--- src/rtl/d_phy_hs_lane_sequencer.sv ---
// d_phy_hs_lane_sequencer
//   Per-lane D-PHY master HS transmit sequencer. Takes one packet's byte
//   stream from the adapter layer and walks the lane through a full burst:
//   LP-11 -> LP-01 -> LP-00 -> HS-zero -> sync -> payload -> trail -> LP-11.
//   All timing is counted in hs_clk cycles.
// Ports
//   i_hs_clk    byte clock
//   i_rst       synchronous, active-high reset
//   i_enable    lane enable, only looked at while idle
//   i_s_data    payload byte from adapter
//   i_s_valid   i_s_data valid
//   i_s_last    i_s_data is the last byte of the burst
//   o_s_ready   byte accepted on an edge where valid & ready (state decode only)
//   o_lp_dp     LP driver, Dp
//   o_lp_dn     LP driver, Dn
//   o_hs_en     HS driver enable
//   o_hs_data   HS byte, LSB first on the wire
//   o_busy      sequencer not idle
//   o_underrun  one-cycle pulse when payload ran dry before s_last
module d_phy_hs_lane_sequencer #(
  parameter int unsigned T_LPX      = 2,
  parameter int unsigned T_HS_PREP  = 2,
  parameter int unsigned T_HS_ZERO  = 4,
  parameter int unsigned T_HS_TRAIL = 3,
  parameter int unsigned T_HS_EXIT  = 3,
  parameter logic [7:0]  SYNC_BYTE  = 8'hB8
) (
  input  logic       i_hs_clk,
  input  logic       i_rst,
  input  logic       i_enable,
  input  logic [7:0] i_s_data,
  input  logic       i_s_valid,
  input  logic       i_s_last,
  output logic       o_s_ready,
  output logic       o_lp_dp,
  output logic       o_lp_dn,
  output logic       o_hs_en,
  output logic [7:0] o_hs_data,
  output logic       o_busy,
  output logic       o_underrun
);

  localparam int unsigned M1   = (T_LPX > T_HS_PREP) ? T_LPX : T_HS_PREP;
  localparam int unsigned M2   = (M1 > T_HS_ZERO) ? M1 : T_HS_ZERO;
  localparam int unsigned M3   = (M2 > T_HS_TRAIL) ? M2 : T_HS_TRAIL;
  localparam int unsigned MAXP = (M3 > T_HS_EXIT) ? M3 : T_HS_EXIT;
  localparam int unsigned CW   = $clog2(MAXP) + 1;

  typedef enum logic [2:0] {
    S_IDLE, S_LPX, S_PREP, S_ZERO, S_SYNC, S_PAYLOAD, S_TRAIL, S_EXIT
  } state_t;

  state_t          r_state;
  logic [CW-1:0]   r_cnt;
  logic [7:0]      r_data_q;
  logic            r_last_q;
  logic            r_tb;
  logic            r_lp_dp;
  logic            r_lp_dn;
  logic            r_hs_en;
  logic [7:0]      r_hs_data;
  logic            r_busy;
  logic            r_underrun;

  state_t          w_nxt;
  logic            w_done;
  logic            w_xfer;
  logic            w_starve;
  logic            w_tb;

  // Down-counter reload value for the first cycle of each timed state.
  function automatic logic [CW-1:0] f_load(input state_t s);
    case (s)
      S_LPX:   f_load = CW'(T_LPX - 1);
      S_PREP:  f_load = CW'(T_HS_PREP - 1);
      S_ZERO:  f_load = CW'(T_HS_ZERO - 1);
      S_TRAIL: f_load = CW'(T_HS_TRAIL - 1);
      S_EXIT:  f_load = CW'(T_HS_EXIT - 1);
      default: f_load = '0;
    endcase
  endfunction

  assign o_s_ready = (r_state == S_SYNC) || ((r_state == S_PAYLOAD) && !r_last_q);
  assign w_xfer    = i_s_valid && o_s_ready;
  assign w_starve  = o_s_ready && !i_s_valid;
  assign w_done    = (r_cnt == '0);

  // Trail polarity follows the byte currently on the wire; SYNC counts as
  // the last driven byte when no payload was ever taken.
  always_comb begin
    w_tb = r_tb;
    if (r_state == S_SYNC)         w_tb = SYNC_BYTE[7];
    else if (r_state == S_PAYLOAD) w_tb = r_data_q[7];
  end

  always_comb begin
    w_nxt = r_state;
    case (r_state)
      S_IDLE:    if (i_enable && i_s_valid) w_nxt = S_LPX;
      S_LPX:     if (w_done) w_nxt = S_PREP;
      S_PREP:    if (w_done) w_nxt = S_ZERO;
      S_ZERO:    if (w_done) w_nxt = S_SYNC;
      S_SYNC:    w_nxt = i_s_valid ? S_PAYLOAD : S_TRAIL;
      S_PAYLOAD: if (r_last_q || !i_s_valid) w_nxt = S_TRAIL;
      S_TRAIL:   if (w_done) w_nxt = S_EXIT;
      S_EXIT:    if (w_done) w_nxt = S_IDLE;
      default:   w_nxt = S_IDLE;
    endcase
  end

  // Outputs are decoded from the next state so they line up with r_state.
  always_ff @(posedge i_hs_clk) begin
    if (i_rst) begin
      r_state    <= S_IDLE;
      r_cnt      <= '0;
      r_data_q   <= '0;
      r_last_q   <= 1'b0;
      r_tb       <= 1'b0;
      r_lp_dp    <= 1'b1;
      r_lp_dn    <= 1'b1;
      r_hs_en    <= 1'b0;
      r_hs_data  <= '0;
      r_busy     <= 1'b0;
      r_underrun <= 1'b0;
    end else begin
      r_state    <= w_nxt;
      r_busy     <= (w_nxt != S_IDLE);
      r_underrun <= w_starve;
      r_tb       <= w_tb;
      if (w_nxt != r_state) r_cnt <= f_load(w_nxt);
      else if (!w_done)     r_cnt <= r_cnt - 1'b1;
      if (w_xfer) begin
        r_data_q <= i_s_data;
        r_last_q <= i_s_last;
      end
      case (w_nxt)
        S_LPX: begin
          r_lp_dp <= 1'b0; r_lp_dn <= 1'b1; r_hs_en <= 1'b0; r_hs_data <= '0;
        end
        S_PREP: begin
          r_lp_dp <= 1'b0; r_lp_dn <= 1'b0; r_hs_en <= 1'b0; r_hs_data <= '0;
        end
        S_ZERO: begin
          r_lp_dp <= 1'b0; r_lp_dn <= 1'b0; r_hs_en <= 1'b1; r_hs_data <= '0;
        end
        S_SYNC: begin
          r_lp_dp <= 1'b0; r_lp_dn <= 1'b0; r_hs_en <= 1'b1; r_hs_data <= SYNC_BYTE;
        end
        S_PAYLOAD: begin
          // PAYLOAD is only ever entered or held on a transfer.
          r_lp_dp <= 1'b0; r_lp_dn <= 1'b0; r_hs_en <= 1'b1; r_hs_data <= i_s_data;
        end
        S_TRAIL: begin
          r_lp_dp <= 1'b0; r_lp_dn <= 1'b0; r_hs_en <= 1'b1; r_hs_data <= {8{~w_tb}};
        end
        default: begin
          r_lp_dp <= 1'b1; r_lp_dn <= 1'b1; r_hs_en <= 1'b0; r_hs_data <= '0;
        end
      endcase
    end
  end

  assign o_lp_dp    = r_lp_dp;
  assign o_lp_dn    = r_lp_dn;
  assign o_hs_en    = r_hs_en;
  assign o_hs_data  = r_hs_data;
  assign o_busy     = r_busy;
  assign o_underrun = r_underrun;

endmodule

--- config.mk ---
export PLATFORM = sky130hd
export DESIGN_NAME = d_phy_hs_lane_sequencer
export DESIGN_NICKNAME = d
export VERILOG_FILES = /design/src/rtl/d_phy_hs_lane_sequencer.sv
export SDC_FILE = /design/constraint.sdc
export NUM_CORES = 1
export LEC_CHECK = 0
export BUFFER_PORTS_ARGS = -buffer_cell sky130_fd_sc_hd__buf_2
export CAP_MARGIN = 20
export CORE_MARGIN = 1
export CORE_UTILIZATION = 53
export CTS_CLUSTER_SIZE = 12
export DETAILED_ROUTE_END_ITERATION = 10
export PLACE_DENSITY = 0.82
export SLEW_MARGIN = 0
export SYNTH_ARGS = -nofsm -noshare
export SYNTH_HDL_FRONTEND = slang
export SYNTH_SLANG_ARGS = --single-unit
export TNS_END_PERCENT = 100
--- constraint.sdc ---
create_clock -name i_hs_clk -period 3.1 [get_ports i_hs_clk]
set_clock_uncertainty 0.15 [all_clocks]
set_input_delay 0 -clock i_hs_clk [delete_from_list [all_inputs] [get_ports i_hs_clk]]
set_output_delay 0 -clock i_hs_clk [all_outputs]
set_load 0.03 [all_outputs]
-- Yosys cells after proc, flatten, opt, wreduce, memory -nomap -nowiden
Index checks and enable logic that the tools add are counted.
- bitwise operators: 1
- eq/ne operators: 16
- add/sub/neg operators: 1
- reductions and logical operators: 16
- mux-type cells: 18
- operators by type and width (operator ; number):
    2-to-1 mux 3 bit ; 9
    equality test 3 bit, second input constant ; 8
    one-hot mux 3 bit (8 select lines) ; 1
    one-hot mux 8 bit (3 select lines) ; 1
    equality test 3 x 2 -> 1 bit, second input constant ; 4
    equality test 3 x 1 -> 1 bit, second input constant ; 2
    zero test 3 bit ; 2
    one-hot mux 2 bit (3 select lines) ; 1
    OR reduction 6 bit ; 1
    2-to-1 mux 1 bit ; 5
    OR reduction 5 bit ; 1
    logical AND 1 bit ; 4
    OR reduction 2 bit ; 2
    OR reduction 4 bit ; 1
    != test 3 bit ; 1
    nonzero test 3 bit ; 1
    subtractor 3 x 1 -> 3 bit, second input constant ; 1
    zero test 1 bit ; 2
    logical OR 1 bit ; 2
    2-to-1 mux 2 bit ; 1
    != test 2 x 1 -> 1 bit, second input constant ; 1
    inverter 1 bit ; 1
- output and inout bits: 14
- word-level logic and storage cells: 63
- bits of input ports: 13
- register bits: 29

-- Logic depth before layout (Yosys ltp)
Gate-level depths: netlist (run 1).
- depth after elaboration: 8
- gate-level depth with buffers: 8

-- Worst setup path after synthesis (run 1)
Ideal clock, no wire load.
- path kind: reg-to-reg
- start: reg r_cnt[0]
- end: reg r_lp_dp (netlist: o_lp_dp)
- setup time: 127 ps
- data arrival time: 1771 ps
- clock period less this slack: 2048 ps
- cell stages (with the launch flop): 9
- buffers on the path: 1
- slack: 1052 ps
- cells stage by stage: dfxtp_1 inv_1 ha_1 and3b_4 a211o_1 a21oi_2 buf_6 nor3_2 or3_1
- word-level cells in the longest chain between the ends: 6
- elaborated cells on any way between the ends: 15
- classes of those cells: eq/ne (6); mux (7); reduce/logical (2)
- ends and longest elaborated chain (what ; line ; source):
    start: declaration ; 54 ; logic [CW-1:0] r_cnt;
    start signal: assignment ; 130 ; if (w_nxt != r_state) r_cnt <= f_load(w_nxt);
    start signal: assignment ; 131 ; else if (!w_done) r_cnt <= r_cnt - 1'b1;
    zero test 3 bit * ; 86 ; assign w_done = (r_cnt == '0);
    2-to-1 mux 3 bit (on tied branches) ; -- ;
    one-hot mux 3 bit (8 select lines) * ; 98 ; case (r_state)
    equality test 3 bit, or another cell as far along ; 136 ; case (w_nxt)
    OR reduction 6 bit (no line) * ; -- ;
    2-to-1 mux 1 bit * ; 136 ;
    end signal: assignment ; 138 ; r_lp_dp <= 1'b0; r_lp_dn <= 1'b1; r_hs_en <= 1'b0; r_hs_data <= '0;
    end signal: assignment ; 141 ; r_lp_dp <= 1'b0; r_lp_dn <= 1'b0; r_hs_en <= 1'b0; r_hs_data <= '0;
    end signal: assignment ; 144 ; r_lp_dp <= 1'b0; r_lp_dn <= 1'b0; r_hs_en <= 1'b1; r_hs_data <= '0;
    end: declaration ; 58 ; logic r_lp_dp;
Mark *: on every way between the ends. The rest lies on a longest branch, timed or not.
A chain may end at the register's enable or synchronous reset.

-- Worst setup path after layout (run 1)
- start: reg r_cnt[0]
- end: reg r_hs_en (netlist: o_hs_en)
- word-level cells in the longest chain between the ends: 6
- elaborated cells on any way between the ends: 13
- classes of those cells: eq/ne (4); mux (7); reduce/logical (2)
- ends and longest elaborated chain (what ; line ; source):
    zero test 3 bit * ; 86 ;
    2-to-1 mux 3 bit (on tied branches) ; -- ;
    one-hot mux 3 bit (8 select lines) * ; 98 ;
    equality test 3 bit or equality test 3 x 2 -> 1 bit (tied branches) ; 136 ;
    OR reduction 4 bit (no line) * ; -- ;
    2-to-1 mux 1 bit * ; 136 ;
    end signal: assignment ; 138 ;
    end signal: assignment ; 141 ;
    end signal: assignment ; 144 ;
    end: declaration ; 60 ; logic r_hs_en;
Marks and branches as above.

==> flow_summary.json, run 1 <==
{
  "stdcell_area_mm2": 0.00135,
  "crit_required_ns": 3.17,
  "clkSinkCount": 22,
  "grt_overflow": 0,
  "r2r_cells": 7,
  "post_cts_buffers": 0,
  "cts_tree": "built",
  "max_freq_mhz": 412,
  "ctsResizeCount": 0,
  "vias_per_cell": 5.43,
  "dp_cells": 153,
  "die-area_mm2": 0.00213,
  "drtIter0Drc": 21,
  "yosysUniqueCellTypes": 39,
  "nFillCells": 128,
  "startpoint_type": "flop",
  "critPathMaxFanout": 11,
  "wl_um": 2320,
  "powerDensity_mw_per_mm2": 659,
  "syn_nets": 122,
  "power.leakage_nw": 0.635,
  "p_seq_share_pct": 39.4,
  "timing.final.hold_violations": 0,
  "rsz0062_at_grt": "false",
  "met2_length_um": 1180,
  "die_y_um": 46.1,
  "cpMaxStageDelayCell": "a21oi_2",
  "syn_to_final_growth_pct": 30.7,
  "min_period_over_period_pct": 78.3,
  "seq_area_um2": 440,
  "core_area_mm2": 0.00178,
  "hold_ws_ns": 0.180,
  "avgSynthCellArea_um2": 9.64,
  "num_vias": 923,
  "track_usage_pct": 24.1,
  "finalPower_mw": 0.888,
  "setup_slack_ns": 0.674,
  "multiInputGateArea_um2": 548,
  "cts.path.max_buffers": 2,
  "p_clk_share_pct": 24.9,
  "maxSlewHeadroom_pct": 62.0,
  "antenna_found_initial": 0,
  "die_w_um": 46.1,
  "top_layer_used": "met4",
  "whs_path_depth": 4,
  "cts-root-buf": "clkbuf_4",
  "placed_cell_area_mm2": 0.00116,
  "dp_worst_setup_slack_ns": 0.712,
  "fin_crit_ns": 2.43,
  "yosysSeqAreaShare_pct": 42.7,
  "io_buffer_count": 26,
  "final_cells": 170,
  "setup_violations": 0,
  "netlist_instances": 107,
  "worst_pin_slew_ns": 0.569,
  "max_stage_delay_ns": 0.48,
  "internal_power_mw": 0.581,
  "final_core_util_pct": 75.6,
  "drc": 0,
  "ys_warn_count": 0,
  "firstDrtPassIters": 4,
  "p_comb_share_pct": 35.7,
  "io_pins": 27,
  "critical_path_arrival_ns": 2.49,
  "wl_met3_um": 111,
  "ant_nets": 0,
  "hpwl_um": 1540,
  "drive_gt1_share_pct": 26.2,
  "tns_ns": 0,
  "path_clk_slew_ns": 0.12,
  "path_class": "flop to flop",
  "largest_reg_flops": 8,
  "maxCapViolCount": 0,
  "grt_pass1_wl_um": 3570,
  "ir_drop_uv": 484,
  "grt_pass1_vias": 821,
  "drv_slew": 0,
  "core.rowCount": 15,
  "switchingPower_mw": 0.307,
  "synth_area_mm2": 0.00103,
  "wl_met1_um": 1010,
  "clk-insertion-delay-late_ns": 0.32,
  "htreeDepth": 1,
  "status": "finished clean",
  "endpoint_kind": "flop",
  "place.gp.congestion": 0.840,
  "cts_buffers": 3,
  "switching_share_pct": 34.5,
  "nets": 161,
  "synth-seq-cells": 22,
  "cp_cell_sequence": "inv_1, ha_1, and3b_4, a211o_1, a21oi_2, o21ai_1, mux2_1",
  "wl_per_cell_um": 13.7,
  "insertedDiodeCount": 0,
  "hold_path.class": "input pin to flop",
  "grt_start_max_net_pins": 19,
  "initial_core_util_pct": 57.8
}
## layout make-up
cell class	instances	area share (%)
multi-input cells	76	40.7
flip-flops and latches	22	32.7
repair buffers	39	19.3
well taps	25	2.32
clock inverters	1	2.23
clock buffers	3	1.67
inverters	4	1.11
## power by group through the flow
stage	Sequential (mW)	Clock [mW]	Combinational (mW)
6_report	0.350	0.221	0.317
5_1_grt	0.355	0.235	0.346
4_1_cts	0.350	0.224	0.317
3_5_place_dp	0.356	0	0.304
3_3_place_gp	0.353	0	0.293
2_1_floorplan	0.373	0	0.230
## routing by layer
layer | vias up | global-route usage (%)
met4 | 0 | 9.41
met5 | - | 0
met3 | 2 | 5.49
li1 | 457 | -
met1 | 429 | 29.4
met2 | 35 | 40.6
## synthesized netlist by cell type
cell | n | area, um2
a311oi_1 | 1 | 8.76
and3b_4 | 1 | 12.5
inv_1 | 4 | 15.0
a21oi_1 | 6 | 30.0
nor4b_4 | 1 | 23.8
nor4_1 | 2 | 12.5
ha_1 | 2 | 25.0
o221ai_1 | 2 | 17.5
and4b_1 | 1 | 10.0
nor2b_1 | 4 | 25.0
mux2i_1 | 3 | 30.0
nand3b_2 | 1 | 11.3
and2_1 | 2 | 12.5
nand2_1 | 6 | 22.5
nor2_1 | 9 | 33.8
buf_6 | 1 | 11.3
nor3b_1 | 1 | 7.51
o21ai_0 | 2 | 10.0
nor3_2 | 1 | 10.0
or2_1 | 1 | 6.26
clkbuf_1 | 2 | 7.51
a21o_1 | 7 | 52.6
buf_1 | 1 | 3.75
nand2b_1 | 5 | 31.3
xnor2_1 | 2 | 17.5
and3_1 | 2 | 12.5
a2111oi_2 | 1 | 15.0
nor2b_2 | 1 | 8.76
nand4b_1 | 1 | 8.76
o21ai_1 | 1 | 5.00
a211oi_2 | 1 | 12.5
mux2_1 | 1 | 11.3
o21a_1 | 1 | 7.51
or3_1 | 2 | 12.5
dfxtp_1 | 22 | 440
o41ai_1 | 2 | 17.5
buf_2 | 1 | 5.00
a21oi_2 | 1 | 8.76
a211o_1 | 2 | 17.5
## kinds of logic after synthesis
| kind of cell | synth area share, % |
|---|---|
| buffers and inverters | 4.13 |
| XOR/XNOR | 1.70 |
| AO/OA/AOI/OAI | 19.7 |
| adder cells (fa/ha/maj) | 2.43 |
| AND/OR/NAND/NOR | 25.4 |
| multiplexers | 4.00 |
| flip-flops | 42.7 |
## layout by cell type, fill, tap and decap left out, types with 2 or more instances in the layout
| master | Yosys | layout |
|---|---|---|
| nand2b_1 | 5 | 5 |
| inv_1 | 4 | 4 |
| dfxtp_1 | 22 | 22 |
| clkbuf_4 | 0 | 3 |
| nand2_1 | 6 | 6 |
| o221ai_1 | 2 | 2 |
| nor2_1 | 9 | 9 |
| and2_1 | 2 | 2 |
| ha_1 | 2 | 2 |
| a21oi_1 | 6 | 6 |
| and3_1 | 2 | 2 |
| buf_2 | 1 | 26 |
| a21o_1 | 7 | 7 |
| dlygate4sd3_1 | 0 | 13 |
| nor2b_1 | 4 | 4 |
| xnor2_1 | 2 | 2 |
| o21ai_0 | 2 | 2 |
| mux2i_1 | 3 | 3 |
| nor4_1 | 2 | 2 |
| a211o_1 | 2 | 2 |
| o41ai_1 | 2 | 2 |
| or3_1 | 2 | 2 |
## timing repair
item | CTS | global route
hold buffers | 13 | 0
endpoints found under the hold margin | 20 | 0
setup endpoints to repair | 0 | 0
## worst paths after layout
path | start | to | slack (ns)
max reg2reg | r_cnt[0] | o_hs_en | 0.67
max | r_cnt[0] | o_hs_en | 0.67
min reg2reg | r_data_q[7] | r_tb | 0.35
min | i_enable | r_cnt[2] | 0.18
## critical path, delay by kind of cell (launching register included)
kind | cells | cell delay (ns)
and+or+nand+nor | 1 | 0.22
buffers and inverters | 1 | 0.07
DFF | 1 | 0.37
muxes | 1 | 0.33
AOI/OAI and AO/OA | 3 | 0.95
adders and majority gates | 1 | 0.24
No activity file was read; power rests on OpenSTA's default activity.
==> run 2, diff against run 1 <==
--- a/config.mk
+++ b/config.mk
@@ -5,13 +5,14 @@
 export SDC_FILE = /design/constraint.sdc
 export NUM_CORES = 1
 export LEC_CHECK = 0
+export ABC_AREA = 1
 export BUFFER_PORTS_ARGS = -buffer_cell sky130_fd_sc_hd__buf_2
 export CAP_MARGIN = 20
 export CORE_MARGIN = 1
-export CORE_UTILIZATION = 53
+export CORE_UTILIZATION = 46
 export CTS_CLUSTER_SIZE = 12
 export DETAILED_ROUTE_END_ITERATION = 10
-export PLACE_DENSITY = 0.82
+export PLACE_DENSITY = 0.75
 export SLEW_MARGIN = 0
 export SYNTH_ARGS = -nofsm -noshare
 export SYNTH_HDL_FRONTEND = slang
==> constraint.sdc (replaced) <==
create_clock -name i_hs_clk -period 2.1 [get_ports i_hs_clk]
set_clock_uncertainty 0.15 [all_clocks]
set_input_delay 0 -clock i_hs_clk [delete_from_list [all_inputs] [get_ports i_hs_clk]]
set_output_delay 0 -clock i_hs_clk [all_outputs]
set_load 0.03 [all_outputs]
==> run 2 against run 1 <==
Net effect:
- via count is 14% higher
- power increased by 57%
- non-clock buffer count is 1 higher
- die area rose by 24%
- hold slack better by 0.15 ns
- flip-flop and latch count did not move
- sequential share of layout area shrank 2.2 points
- area after synthesis rose by 8.6%
- critical path type unchanged
- critical endpoint is now o_underrun
- largest cell class unchanged
==> flow_summary.json, run 2 <==
{
  "ir_drop_uv": 634,
  "ys.flop_type": "dfxtp_1",
  "whs_path_depth": 4,
  "endpoint_kind": "flop",
  "met2_length_um": 1220,
  "hpwl_um": 1690,
  "io_buffer_count": 26,
  "min_period_over_period_pct": 84.7,
  "wl_met3_um": 78,
  "max_stage_delay_ns": 0.68,
  "placed_cell_area_mm2": 0.00126,
  "htreeDepth": 1,
  "clkSinkCount": 22,
  "synth_compound_area_share_pct": 9.27,
  "r2r_cells": 4,
  "largest_reg_flops": 8,
  "grt_pass1_vias": 981,
  "maxSlewHeadroom_pct": 64.9,
  "startpoint_type": "flop",
  "core.rowCount": 17,
  "ys_warn_count": 0,
  "drtIter0Drc": 28,
  "die_y_um": 51.3,
  "top_layer_used": "met4",
  "setup_slack_ns": 0.321,
  "r2r_slack_ns": 0.32,
  "synth_top_area_share_pct": 39.3,
  "io_pins": 27,
  "synthMuxAreaShare_pct": 0,
  "initial_core_util_pct": 49.7,
  "num_vias": 1049,
  "avgSynthCellArea_um2": 8.06,
  "min_to": "o_hs_data[1]",
  "wl_met1_um": 1090,
  "critical_path_arrival_ns": 1.83,
  "fin_crit_ns": 1.78,
  "cts_tree": "built",
  "final_cells": 207,
  "netlist_instances": 139,
  "yosysSeqAreaShare_pct": 39.3,
  "yosys.area_share.adder_pct": 2.23,
  "hold_ws_ns": 0.328,
  "antenna_found_initial": 0,
  "path_clk_slew_ns": 0.13,
  "synth-edff-count": 0,
  "crit_required_ns": 2.15,
  "max_freq_mhz": 562,
  "synth_xor_area_share_pct": 3.02,
  "syn_nets": 154,
  "synth_most_common_cell": "nand2_1",
  "cp_top_family": "flip-flops",
  "synth-seq-cells": 22,
  "syn_to_final_growth_pct": 29.1,
  "final_common_cell": "nand2_1",
  "mostFrequentLayoutCells": "nand2_1 (35), buf_2 (26), dfxtp_1 (22)",
  "crit-reg2reg-launch": "r_state[0]",
  "ant_nets": 0,
  "wl_per_cell_um": 11.7,
  "path_class": "flop to flop",
  "yosysUniqueCellTypes": 32,
  "critPathBufInv": 1,
  "drive_gt1_share_pct": 30.7,
  "power.leakage_nw": 0.718,
  "timing.final.hold_violations": 0,
  "clk-insertion-delay-late_ns": 0.31,
  "drv_slew": 0,
  "cp_cell_sequence": "a21oi_4, nand2_1, nor3_1, dlygate4sd3_1",
  "maxCapViolCount": 0,
  "synth_area_mm2": 0.00112,
  "cts.path.max_buffers": 2,
  "synth_area_leader_cell": "dfxtp_1",
  "powerDensity_mw_per_mm2": 967,
  "nets": 195,
  "insertedDiodeCount": 0,
  "grt_start_max_net_pins": 14,
  "synthTopCellsByCount": "nand2_1 (35), dfxtp_1 (22), nand3_1 (14), inv_1 (10)",
  "core_area_mm2": 0.00225,
  "firstDrtPassIters": 4,
  "grt_overflow": 0,
  "status": "finished clean",
  "tns_ns": 0,
  "vias_per_cell": 5.07,
  "synth_top_family_by_area": "simple AND/OR/NAND/NOR gates",
  "dp_cells": 190,
  "worst_pin_slew_ns": 0.526,
  "die_w_um": 51.3,
  "hold_path.class": "input pin to flop",
  "rsz0062_at_grt": "false",
  "critPathMaxFanout": 10,
  "die-area_mm2": 0.00264,
  "reg2reg_to": "o_underrun",
  "synth_area_leaders": "dfxtp_1 (39%), nand2_1 (12%), nand3_1 (6.3%)",
  "drc": 0,
  "wl_um": 2420,
  "min_from": "i_s_data[1]",
  "stdcell_area_mm2": 0.00145,
  "grt_pass1_wl_um": 4170,
  "cts-root-buf": "clkbuf_4",
  "place.gp.congestion": 0.890,
  "cts_buffers": 3,
  "setup_violations": 0,
  "cpMaxStageDelayCell": "dfxtp_1",
  "dp_worst_setup_slack_ns": 0.344,
  "yosys.area_share.simple_pct": 37.5,
  "ys_async_sr_fraction_pct": 0,
  "track_usage_pct": 21.7
}
==> run 2: cell families after synthesis <==
family | Yosys count
DFF | 22
buffers and inverters | 21
adders and majority gates | 2
AOI/OAI and AO/OA | 14
and+or+nand+nor | 77
xor gates and xnor gates | 3
==> run 2: tightest hold or removal path: cells and delay by family <==
family / cells / cell delay (ns)
AO/OA/AOI/OAI: 1 / 0.05
buffers and inverters: 2 / 0.65
AND/OR/NAND/NOR: 1 / 0.07
==> run 2: layout make-up <==
type	count	area [um2]
Clock buffer	3	22.5
Clock inverter	1	30.0
Fill cell	190	810
Inverter	17	66.3
Multi-Input combinational cell	96	583
Sequential cell	22	440
Tap cell	28	35.0
Timing Repair Buffer	40	268
==> run 2: metrics by stage <==
| stage | power (mW) | util (%) |
|---|---|---|
| final | 1.40 | 64.1 |
| after floorplan | 0.962 | - |
| after global routing | 1.49 | 64.1 |
| after detailed placement | 1.06 | 56.0 |
| after CTS | 1.40 | 64.1 |
| after global placement | 1.04 | 56.0 |
==> run 2: worst max path at each step <==
stage               startpoint           end  cells past startpoint
floorplan             r_cnt[0]  o_hs_data[3]                     11
global placement      r_cnt[0]  o_hs_data[7]                     11
detailed placement    r_cnt[0]  o_hs_data[4]                     11
CTS                   r_cnt[0]  o_hs_data[4]                     11
global route          r_cnt[0]  o_hs_data[5]                     11
finish              r_state[0]    o_underrun                      4
==> run 2: repair_timing <==
item | in CTS | in global routing
hold buffers | 13 | 0
hold endpoints to repair | 16 | 0
gates resized for setup | 0 | 0
setup buffers | 0 | 0
==> run 2: report_power, final <==
group	internal, mW	switching, mW
Clock	0.193	0.131
Sequential	0.470	0.0532
Combinational	0.203	0.348
==> run 2: routing by layer <==
metal  global-route usage, %  vias up
met4                    9.46        0
met1                    25.4      484
li1                        -      531
met5                       0        -
met2                    38.6       30
met3                    3.57        4
